--- config.mk ---
export PLATFORM = sky130hd
export DESIGN_NAME = alien_bomb_ctrl_flat
export DESIGN_NICKNAME = d
export VERILOG_FILES = /design/src/rtl/alien_bomb_ctrl_if.sv /design/src/rtl/alien_bomb_ctrl.sv /design/src/flat_wrapper.sv
export SDC_FILE = /design/constraint.sdc
export NUM_CORES = 1
export LEC_CHECK = 0
export BUFFER_PORTS_ARGS = -buffer_cell sky130_fd_sc_hd__buf_4
export CAP_MARGIN = 25
export CORE_ASPECT_RATIO = 1.75
export CORE_MARGIN = 2
export CORE_UTILIZATION = 40
export CTS_BUF_LIST = sky130_fd_sc_hd__clkbuf_2
export DETAILED_ROUTE_END_ITERATION = 8
export GPL_ROUTABILITY_DRIVEN = 0
export PLACE_DENSITY = 0.62
export SLEW_MARGIN = 10
export SYNTH_ARGS = -nofsm -noshare
export SYNTH_HDL_FRONTEND = slang
export SYNTH_SLANG_ARGS = --single-unit
--- constraint.sdc ---
create_clock -name clock -period 6.85 [get_ports clock]
set_input_delay 0.685 -clock clock [delete_from_list [all_inputs] [get_ports clock]]
set_output_delay 0.685 -clock clock [all_outputs]
set_load 0.05 [all_outputs]
--- src/rtl/alien_bomb_ctrl_if.sv ---
// Launch handshake between the alien formation and the bomb engine.
//   fire_req : formation requests a bomb launch
//   fire_x   : launch column (bomb left edge)
//   fire_y   : launch row (bomb top edge)
//   fire_ack : launch accepted this cycle (combinational, no latency)
// master = formation side, slave = bomb engine side.
interface alien_bomb_ctrl_if;
  logic       fire_req;
  logic [9:0] fire_x;
  logic [9:0] fire_y;
  logic       fire_ack;

  modport master (output fire_req, output fire_x, output fire_y, input fire_ack);
  modport slave  (input fire_req, input fire_x, input fire_y, output fire_ack);
endinterface

--- src/rtl/alien_bomb_ctrl.sv ---
// Alien bomb engine: owns NUM_BOMBS falling bomb slots, launches them on
// formation request, moves them once per frame, detects cannon hits and
// draws the bomb pixel.
//   clock, reset_n : clock and asynchronous active-low reset
//   vpos, hpos     : current scan row / column
//   vsync          : vertical sync; its rising edge is the frame tick
//   enable         : 1 = play, 0 = freeze (bombs hold, no launch)
//   clear          : retire all bombs and zero the launch cooldown
//   fire           : launch handshake (slave side)
//   cannon_x       : cannon left edge
//   cannon_hit     : one-cycle pulse after a tick in which any bomb hit
//   bombs_active   : number of active slots
//   bomb_gfx       : current pixel lies inside an active bomb
module alien_bomb_ctrl #(
  parameter int unsigned NUM_BOMBS     = 3,
  parameter int unsigned SCALING       = 4,
  parameter int unsigned BOMB_SPEED    = 3,
  parameter int unsigned LOWER_BORDER  = 479,
  parameter int unsigned CANNON_Y      = 470,
  parameter int unsigned CANNON_W      = 52,
  parameter int unsigned CANNON_H      = 32,
  parameter int unsigned FIRE_INTERVAL = 40
) (
  input  logic                 clock,
  input  logic                 reset_n,
  input  logic [9:0]           vpos,
  input  logic [9:0]           hpos,
  input  logic                 vsync,
  input  logic                 enable,
  input  logic                 clear,
  alien_bomb_ctrl_if.slave     fire,
  input  logic [9:0]           cannon_x,
  output logic                 cannon_hit,
  output logic [3:0]           bombs_active,
  output logic                 bomb_gfx
);

  localparam int unsigned IdxW = (NUM_BOMBS > 1) ? $clog2(NUM_BOMBS) : 1;
  localparam int unsigned CdW  = (FIRE_INTERVAL > 0) ? $clog2(FIRE_INTERVAL + 1) : 1;

  logic                 vsync_q;
  logic [NUM_BOMBS-1:0] active_q;
  logic [9:0]           x_q [NUM_BOMBS];
  logic [9:0]           y_q [NUM_BOMBS];
  logic [CdW-1:0]       cooldown_q;
  logic                 cannon_hit_q;

  logic                 tick;
  logic                 move;
  logic                 any_free;
  logic [IdxW-1:0]      free_idx;
  logic [10:0]          new_y [NUM_BOMBS];
  logic [NUM_BOMBS-1:0] hit;
  logic [NUM_BOMBS-1:0] exit_b;
  logic [NUM_BOMBS-1:0] gfx;

  // vsync_q resets to 1 so a vsync already high at reset release is not a tick.
  assign tick = vsync & ~vsync_q;
  assign move = tick & enable;

  // Scan downwards so the lowest-index free slot wins.
  always_comb begin
    any_free = 1'b0;
    free_idx = '0;
    for (int i = NUM_BOMBS - 1; i >= 0; i--) begin
      if (!active_q[i]) begin
        any_free = 1'b1;
        free_idx = IdxW'(i);
      end
    end
  end

  assign fire.fire_ack = fire.fire_req & enable & ~clear & ~tick &
                         (cooldown_q == '0) & any_free;

  // Next position and cannon overlap, all at 11 bits so nothing wraps.
  always_comb begin
    for (int i = 0; i < NUM_BOMBS; i++) begin
      new_y[i]  = {1'b0, y_q[i]} + 11'(BOMB_SPEED);
      hit[i]    = active_q[i] &
                  ({1'b0, x_q[i]} < ({1'b0, cannon_x} + 11'(CANNON_W))) &
                  (({1'b0, x_q[i]} + 11'(SCALING)) > {1'b0, cannon_x}) &
                  (new_y[i] < 11'(CANNON_Y + CANNON_H)) &
                  ((new_y[i] + 11'(3 * SCALING)) > 11'(CANNON_Y));
      exit_b[i] = new_y[i] > 11'(LOWER_BORDER);
      gfx[i]    = active_q[i] &
                  ({1'b0, hpos} >= {1'b0, x_q[i]}) &
                  ({1'b0, hpos} < ({1'b0, x_q[i]} + 11'(SCALING))) &
                  ({1'b0, vpos} >= {1'b0, y_q[i]}) &
                  ({1'b0, vpos} < ({1'b0, y_q[i]} + 11'(3 * SCALING)));
    end
  end

  always_comb begin
    bombs_active = '0;
    for (int i = 0; i < NUM_BOMBS; i++) begin
      bombs_active = bombs_active + 4'(active_q[i]);
    end
  end

  assign bomb_gfx   = |gfx;
  assign cannon_hit = cannon_hit_q;

  // Launches never coincide with movement because fire_ack excludes tick.
  always_ff @(posedge clock or negedge reset_n) begin
    if (!reset_n) begin
      vsync_q      <= 1'b1;
      active_q     <= '0;
      cooldown_q   <= '0;
      cannon_hit_q <= 1'b0;
      for (int i = 0; i < NUM_BOMBS; i++) begin
        x_q[i] <= '0;
        y_q[i] <= '0;
      end
    end else begin
      vsync_q      <= vsync;
      cannon_hit_q <= 1'b0;
      if (clear) begin
        active_q   <= '0;
        cooldown_q <= '0;
      end else if (move) begin
        cannon_hit_q <= |hit;
        for (int i = 0; i < NUM_BOMBS; i++) begin
          if (active_q[i]) begin
            if (hit[i] || exit_b[i]) begin
              active_q[i] <= 1'b0;
            end else begin
              y_q[i] <= new_y[i][9:0];
            end
          end
        end
        if (cooldown_q != '0) begin
          cooldown_q <= cooldown_q - CdW'(1);
        end
      end else if (fire.fire_ack) begin
        active_q[free_idx] <= 1'b1;
        x_q[free_idx]      <= fire.fire_x;
        y_q[free_idx]      <= fire.fire_y;
        cooldown_q         <= CdW'(FIRE_INTERVAL);
      end
    end
  end

endmodule

--- src/flat_wrapper.sv ---
// flat-port wrapper written by rule: the top's interface ports become plain ports
module alien_bomb_ctrl_flat 
#(
  parameter int unsigned NUM_BOMBS     = 3,
  parameter int unsigned SCALING       = 4,
  parameter int unsigned BOMB_SPEED    = 3,
  parameter int unsigned LOWER_BORDER  = 479,
  parameter int unsigned CANNON_Y      = 470,
  parameter int unsigned CANNON_W      = 52,
  parameter int unsigned CANNON_H      = 32,
  parameter int unsigned FIRE_INTERVAL = 40
)
  (clock, reset_n, vpos, hpos, vsync, enable, clear, cannon_x, cannon_hit, bombs_active, bomb_gfx, fire_fire_req, fire_fire_x, fire_fire_y, fire_fire_ack);
  alien_bomb_ctrl_if fire_i ();
  input  logic clock;
  input  logic reset_n;
  input  logic [9:0] vpos;
  input  logic [9:0] hpos;
  input  logic vsync;
  input  logic enable;
  input  logic clear;
  input  logic [9:0] cannon_x;
  output logic cannon_hit;
  output logic [3:0] bombs_active;
  output logic bomb_gfx;
  input wire logic [$bits(fire_i.fire_req)-1:0] fire_fire_req;
  input wire logic [$bits(fire_i.fire_x)-1:0] fire_fire_x;
  input wire logic [$bits(fire_i.fire_y)-1:0] fire_fire_y;
  output wire logic [$bits(fire_i.fire_ack)-1:0] fire_fire_ack;
  assign fire_i.fire_req = fire_fire_req;
  assign fire_i.fire_x = fire_fire_x;
  assign fire_i.fire_y = fire_fire_y;
  assign fire_fire_ack = fire_i.fire_ack;
  alien_bomb_ctrl #(.NUM_BOMBS(NUM_BOMBS), .SCALING(SCALING), .BOMB_SPEED(BOMB_SPEED), .LOWER_BORDER(LOWER_BORDER), .CANNON_Y(CANNON_Y), .CANNON_W(CANNON_W), .CANNON_H(CANNON_H), .FIRE_INTERVAL(FIRE_INTERVAL)) u_core (.clock(clock), .reset_n(reset_n), .vpos(vpos), .hpos(hpos), .vsync(vsync), .enable(enable), .clear(clear), .fire(fire_i), .cannon_x(cannon_x), .cannon_hit(cannon_hit), .bombs_active(bombs_active), .bomb_gfx(bomb_gfx));
endmodule
# Word level (Yosys, flattened, before mapping)
# Cells that the tools add are included.
# totals
out_inout_bits	7
word_cells	152
reg_bits	71
# classes
magnitude_cmp	31
n_addsub	16
n_reduce_logical	16
bitwise_logic	37
n_eq_ne	7
n_mux	35
# op_table
cell	count
10-bit by 11-bit < comparator with 1-bit output	9
10-bit two-way mux	7
11-bit by 9-bit > comparator with 1-bit output (second input constant)	6
30-bit bitwise mux	2
10-bit greater-or-equal comparator	6
30-bit two-way mux	2
10-bit by 2-bit adder with 11-bit output (second input constant)	3
10-bit by 3-bit adder with 11-bit output (second input constant)	3
10-bit by 4-bit adder with 11-bit output (second input constant)	3
11-bit by 4-bit adder with 11-bit output (second input constant)	3
11-bit by 10-bit > comparator with 1-bit output	3
11-bit by 9-bit < comparator with 1-bit output (second input constant)	3
1-bit AND	31
6-bit two-way mux	4
10-bit demux with 2-bit select	1
1-bit two-way mux	12
4-bit AND reduction	3
10-bit by 6-bit adder with 11-bit output (second input constant)	1
3-bit two-way mux	3
6-bit zero test	1
2-bit two-way mux	3
2-bit by 1-bit != test with 1-bit output (second input constant)	3
2-bit != test (second input constant)	3
6-bit nonzero test	1
other kinds (19)	26

# Longest topological paths before layout
# logic_depth
ltp_word	11
ltp_mapped	18
depth_no_buf	14

# Worst setup path before layout
# OpenSTA, ideal clock, no wires.
# synth_path
kind	flip-flop to flip-flop
startpoint	reg u_core.y_q[20] in the netlist's numbering
endpoint	reg u_core.y_q[22] in the netlist's numbering
slack_ns	3.107
period_less_slack_ns	3.743
arrival_time_ns	3.677
n_path_buf	4
setup_time_ns	0.066
stages_incl_launch_ff	19
t_required_ns	6.784
cell_sequence	dfrtp_1 clkbuf_1 inv_1 ha_1 clkbuf_1 xnor2_1 inv_1 ha_1 clkbuf_1 nor3b_1 o211ai_1 a221oi_1 nor2_1 a31o_2 a211o_1 a211o_1 buf_2 a31oi_1 o21a_1
# synth_between
elab_chain_len	7
elab_cells_between_ends	13
# synth_rtl
item	line_no	text
from (decl)	alien_bomb_ctrl.sv:44	logic [9:0] y_q [NUM_BOMBS];
from (signal, indexed assignment)	alien_bomb_ctrl.sv:128	y_q[i] <= new_y[i][9:0];
from (signal, indexed assignment)	alien_bomb_ctrl.sv:138	y_q[free_idx] <= fire.fire_y;
10-bit by 2-bit adder with 11-bit output *	alien_bomb_ctrl.sv:79	new_y[i] = {1'b0, y_q[i]} + 11'(BOMB_SPEED);
11-bit by 4-bit adder with 11-bit output / 11-bit by 9-bit < comparator with 1-bit output (equally long branches)	alien_bomb_ctrl.sv:84, alien_bomb_ctrl.sv:83	
11-bit by 9-bit > comparator with 1-bit output / 1-bit AND (equally long branches)	alien_bomb_ctrl.sv:84, alien_bomb_ctrl.sv:82	
1-bit AND	alien_bomb_ctrl.sv:83	(new_y[i] < 11'(CANNON_Y + CANNON_H)) &
1-bit logical OR	alien_bomb_ctrl.sv:125	if (hit[i] || exit_b[i]) begin
2-bit != test (no line)	--	
4-bit AND reduction (no line)	--	
# Every way passes the cells marked *; elsewhere a longest branch is shown, timed or not. The select of a mux whose other input is x is not followed.
# A chain may end at the register's enable or synchronous reset.

# Worst setup path in the final report
# layout_path
startpoint	reg u_core.y_q[22] in the netlist's numbering
endpoint	out bomb_gfx
# layout_between
elab_chain_len	4
elab_cells_between_ends	6
# layout_rtl
item	line_no	text
10-bit by 4-bit adder with 11-bit output / 10-bit greater-or-equal comparator (equally long branches)	alien_bomb_ctrl.sv:90, alien_bomb_ctrl.sv:89	
10-bit by 11-bit < comparator with 1-bit output / 1-bit AND (equally long branches)	alien_bomb_ctrl.sv:90, alien_bomb_ctrl.sv:88	
1-bit AND *	alien_bomb_ctrl.sv:89	({1'b0, vpos} >= {1'b0, y_q[i]}) &
3-bit OR reduction *	alien_bomb_ctrl.sv:101	assign bomb_gfx = |gfx;
to (decl)	flat_wrapper.sv:25	output logic bomb_gfx;
# Every way passes the cells marked *; elsewhere a longest branch is shown, timed or not.

==> flow_metrics.py <==
metrics = {
    "outcome": {
        "status": "finished clean",
    },
    "drt": {
        "drc": 0,
        "vias_per_cell": 5.97,
        "drt_first_pass_iters": 5,
        "wl_met2_um": 16300,
        "ant_nets": 0,
        "wl_met3_um": 1220,
        "drtIter0Drc": 523,
        "wire_per_inst_um": 20.5,
        "highest_layer": "met4",
        "wl_um": 31300,
        "m1WireLength_um": 11300,
        "vias": 9091,
    },
    "synth": {
        "ys_ff_latch": 71,
        "synth.area.top_cells": "ha_1 (25%), dfrtp_1 (18%), xnor2_1 (5.4%)",
        "synth_edf_count": 0,
        "synth.avg_cell_area_um2": 8.32,
        "yosysSeqAreaShare": 0.181,
        "syn_nets": 1430,
        "ys_async_sr_fraction": 1.00,
        "synth_top_cell_by_area": "ha_1",
        "synth_commonest_cells": "ha_1 (195), inv_1 (116), nand2_1 (80)",
        "ys_types": 84,
        "synth.most_common_cell": "ha_1",
        "ys_warn_count": 0,
        "synth_ff_type": "dfrtp_1",
        "netlist_area_mm2": 0.00980,
        "yosys.area.top_type_share": 0.249,
        "syn_inst": 1178,
    },
    "clock_network": {
        "cts.sinks": 71,
        "postCtsSetupRepairBufs": 0,
        "cts_hold_buf": 0,
        "cts_tree": "done",
        "cts-root-buf": "clkbuf_2",
        "worstSkewPairLatency_ps": 600,
        "cts_inserted_buffers": 9,
        "htreeDepth": 3,
        "cts.path.max_buffers": 2,
        "ctsResizeCount": 0,
        "cts.reportedPaths.clkPinSlew_ps": 220,
    },
    "sta": {
        "timing.fmax_ghz": 0.230,
        "worst_pin_slew_ps": 939,
        "fin_setup_tns_ps": 0,
        "clock_skew_ps": 26.9,
        "slew_viol_final": 0,
        "finalCriticalPeriod_ps": 4350,
        "rsz0062_at_grt": "false",
        "hold_violations": 0,
        "period_share": 0.635,
        "slew_headroom": 0.374,
        "finalSetupViolations": 0,
    },
    "placed_design": {
        "dp_hpwl_um": 25900,
        "io_buffers": 61,
    },
    "worst_setup_path": {
        "required_ps": 6160,
        "cp_data_arrival_time_ps": 3660,
        "cp_num_buf_inv": 2,
        "critPathMaxFanout": 14,
        "cp_top_family": "simple AND/OR/NAND/NOR gates",
        "critical_path_class": "reg2out",
        "startpoint_type": "flip-flop",
        "r2r_cells": 14,
        "path_cells": "inv_1, ha_1, nor2_1, nand3_1, xnor2_1, ha_1, nand3_1, nand2_1, a41o_1, o21ai_0, nand4_1, o211ai_1, buf_4",
        "path_depth": 13,
        "critPathCaptureType": "output port",
        "crit_slowest_cell": "dfrtp_1",
        "slowest_delay_ps": 640,
    },
    "floorplanning": {
        "die_h_um": 211,
        "die_area_mm2": 0.0258,
        "row_count": 75,
        "io_pins": 63,
        "start_util": 0.408,
        "core_mm2": 0.0240,
        "fp.dieW_um": 122,
    },
    "pwr": {
        "vdd_drop_max_uv": 120,
        "p_leak_nw": 4.75,
        "power.total_w": 0.00289,
        "power_density_mw_per_mm2": 272,
    },
    "cells_and_area": {
        "nNetsFinal": 1463,
        "final_util": 0.441,
        "multiInputGateArea_mm2": 0.00737,
        "fillCellCount": 2499,
        "syn_to_final_growth_pct": 8.08,
        "register_area_mm2": 0.00178,
        "diodes": 0,
        "drive_gt1_frac": 0.107,
    },
    "hold_path": {
        "hold_depth": 1,
        "hp-class": "in2reg",
    },
    "job": {
        "cap_violations": 0,
    },
    "grt": {
        "grt_pass1_wl_um": 48600,
        "grt_overflow": 0,
        "antenna_found_initial": 0,
        "grt_usage": 0.245,
        "grt_max_degree": 72,
        "grt_pass1_vias": 8983,
    },
}
through the flow:
stage | worst slack [ps] | cells | cell area [um^2] | hold slack, ps
after floorplan | 3110 | 1178 | 9800 | 389
after global placement | 2700 | 1508 | 10500 | 489
after detailed placement | 2610 | 1508 | 10500 | 499
after CTS | 2450 | 1524 | 10600 | 130
after global routing | 2070 | 1524 | 10600 | 117
final | 2500 | 1524 | 10600 | 156
cell families after synthesis:
group	after synthesis	synth area share
AND/OR/NAND/NOR	306	0.160
buffers and inverters	159	0.0663
multiplexers	36	0.0407
other	1	0.000383
AO/OA/AOI/OAI	342	0.240
adder cells (fa/ha/maj)	196	0.251
flip-flops	71	0.181
XOR/XNOR	67	0.0599
state kept, by name (all words and copies together) (netlist names):
signal / flops
u_core.cannon_hit: 1
u_core.x_q: 30
u_core.y_q: 30
u_core.vsync_q: 1
u_core.active_q: 3
u_core.cooldown_q: 6
where the power goes:
part / total (W) / internal [W] / switching, W
clock network: 0.000294 / 0.000121 / 0.000173
registers: 0.000792 / 0.000514 / 0.000278
logic: 0.00180 / 0.000788 / 0.00101
total: 0.00289 / 0.00142 / 0.00146
path summary, 6_finish.rpt:
kind | start | endpoint | slack, ps
hold / removal | vsync | u_core.vsync_q | 160
setup / recovery | u_core.y_q[22] | bomb_gfx | 2500
min in group asynchronous | reset_n | u_core.y_q[20] | 190
hold reg to reg | u_core.cooldown_q[1] | u_core.cooldown_q[1] | 540
max in group asynchronous | reset_n | u_core.x_q[10] | 6050
setup reg to reg | u_core.y_q[20] | u_core.y_q[22] | 2580
layer usage:
layer  track usage  vias up
met4         0.153        0
met1         0.251     4302
li1              -     4412
met2         0.455      271
met3        0.0364      106
met5             0        -
layout make-up:
type,count,share of cell area
inverters,118,0.0418
multi-input cells,948,0.696
well taps,308,0.0364
clock inverters,7,0.00898
clock buffers,9,0.00425
flip-flops and latches,71,0.168
repair buffers,63,0.0447
placed cells by master, fill, tap and decap left out, drive strengths merged, types with 17 or more instances in the layout:
master / instances
a211oi: 18
a21o: 24
a21oi: 65
buf: 63
dfrtp: 70
ha: 195
inv: 118
mux2: 31
nand2: 80
nand2b: 17
nand3: 33
nor2: 52
nor2b: 17
nor3: 27
o211ai: 20
o21ai: 72
xnor2: 60
Power figures use the tool's default switching activity.
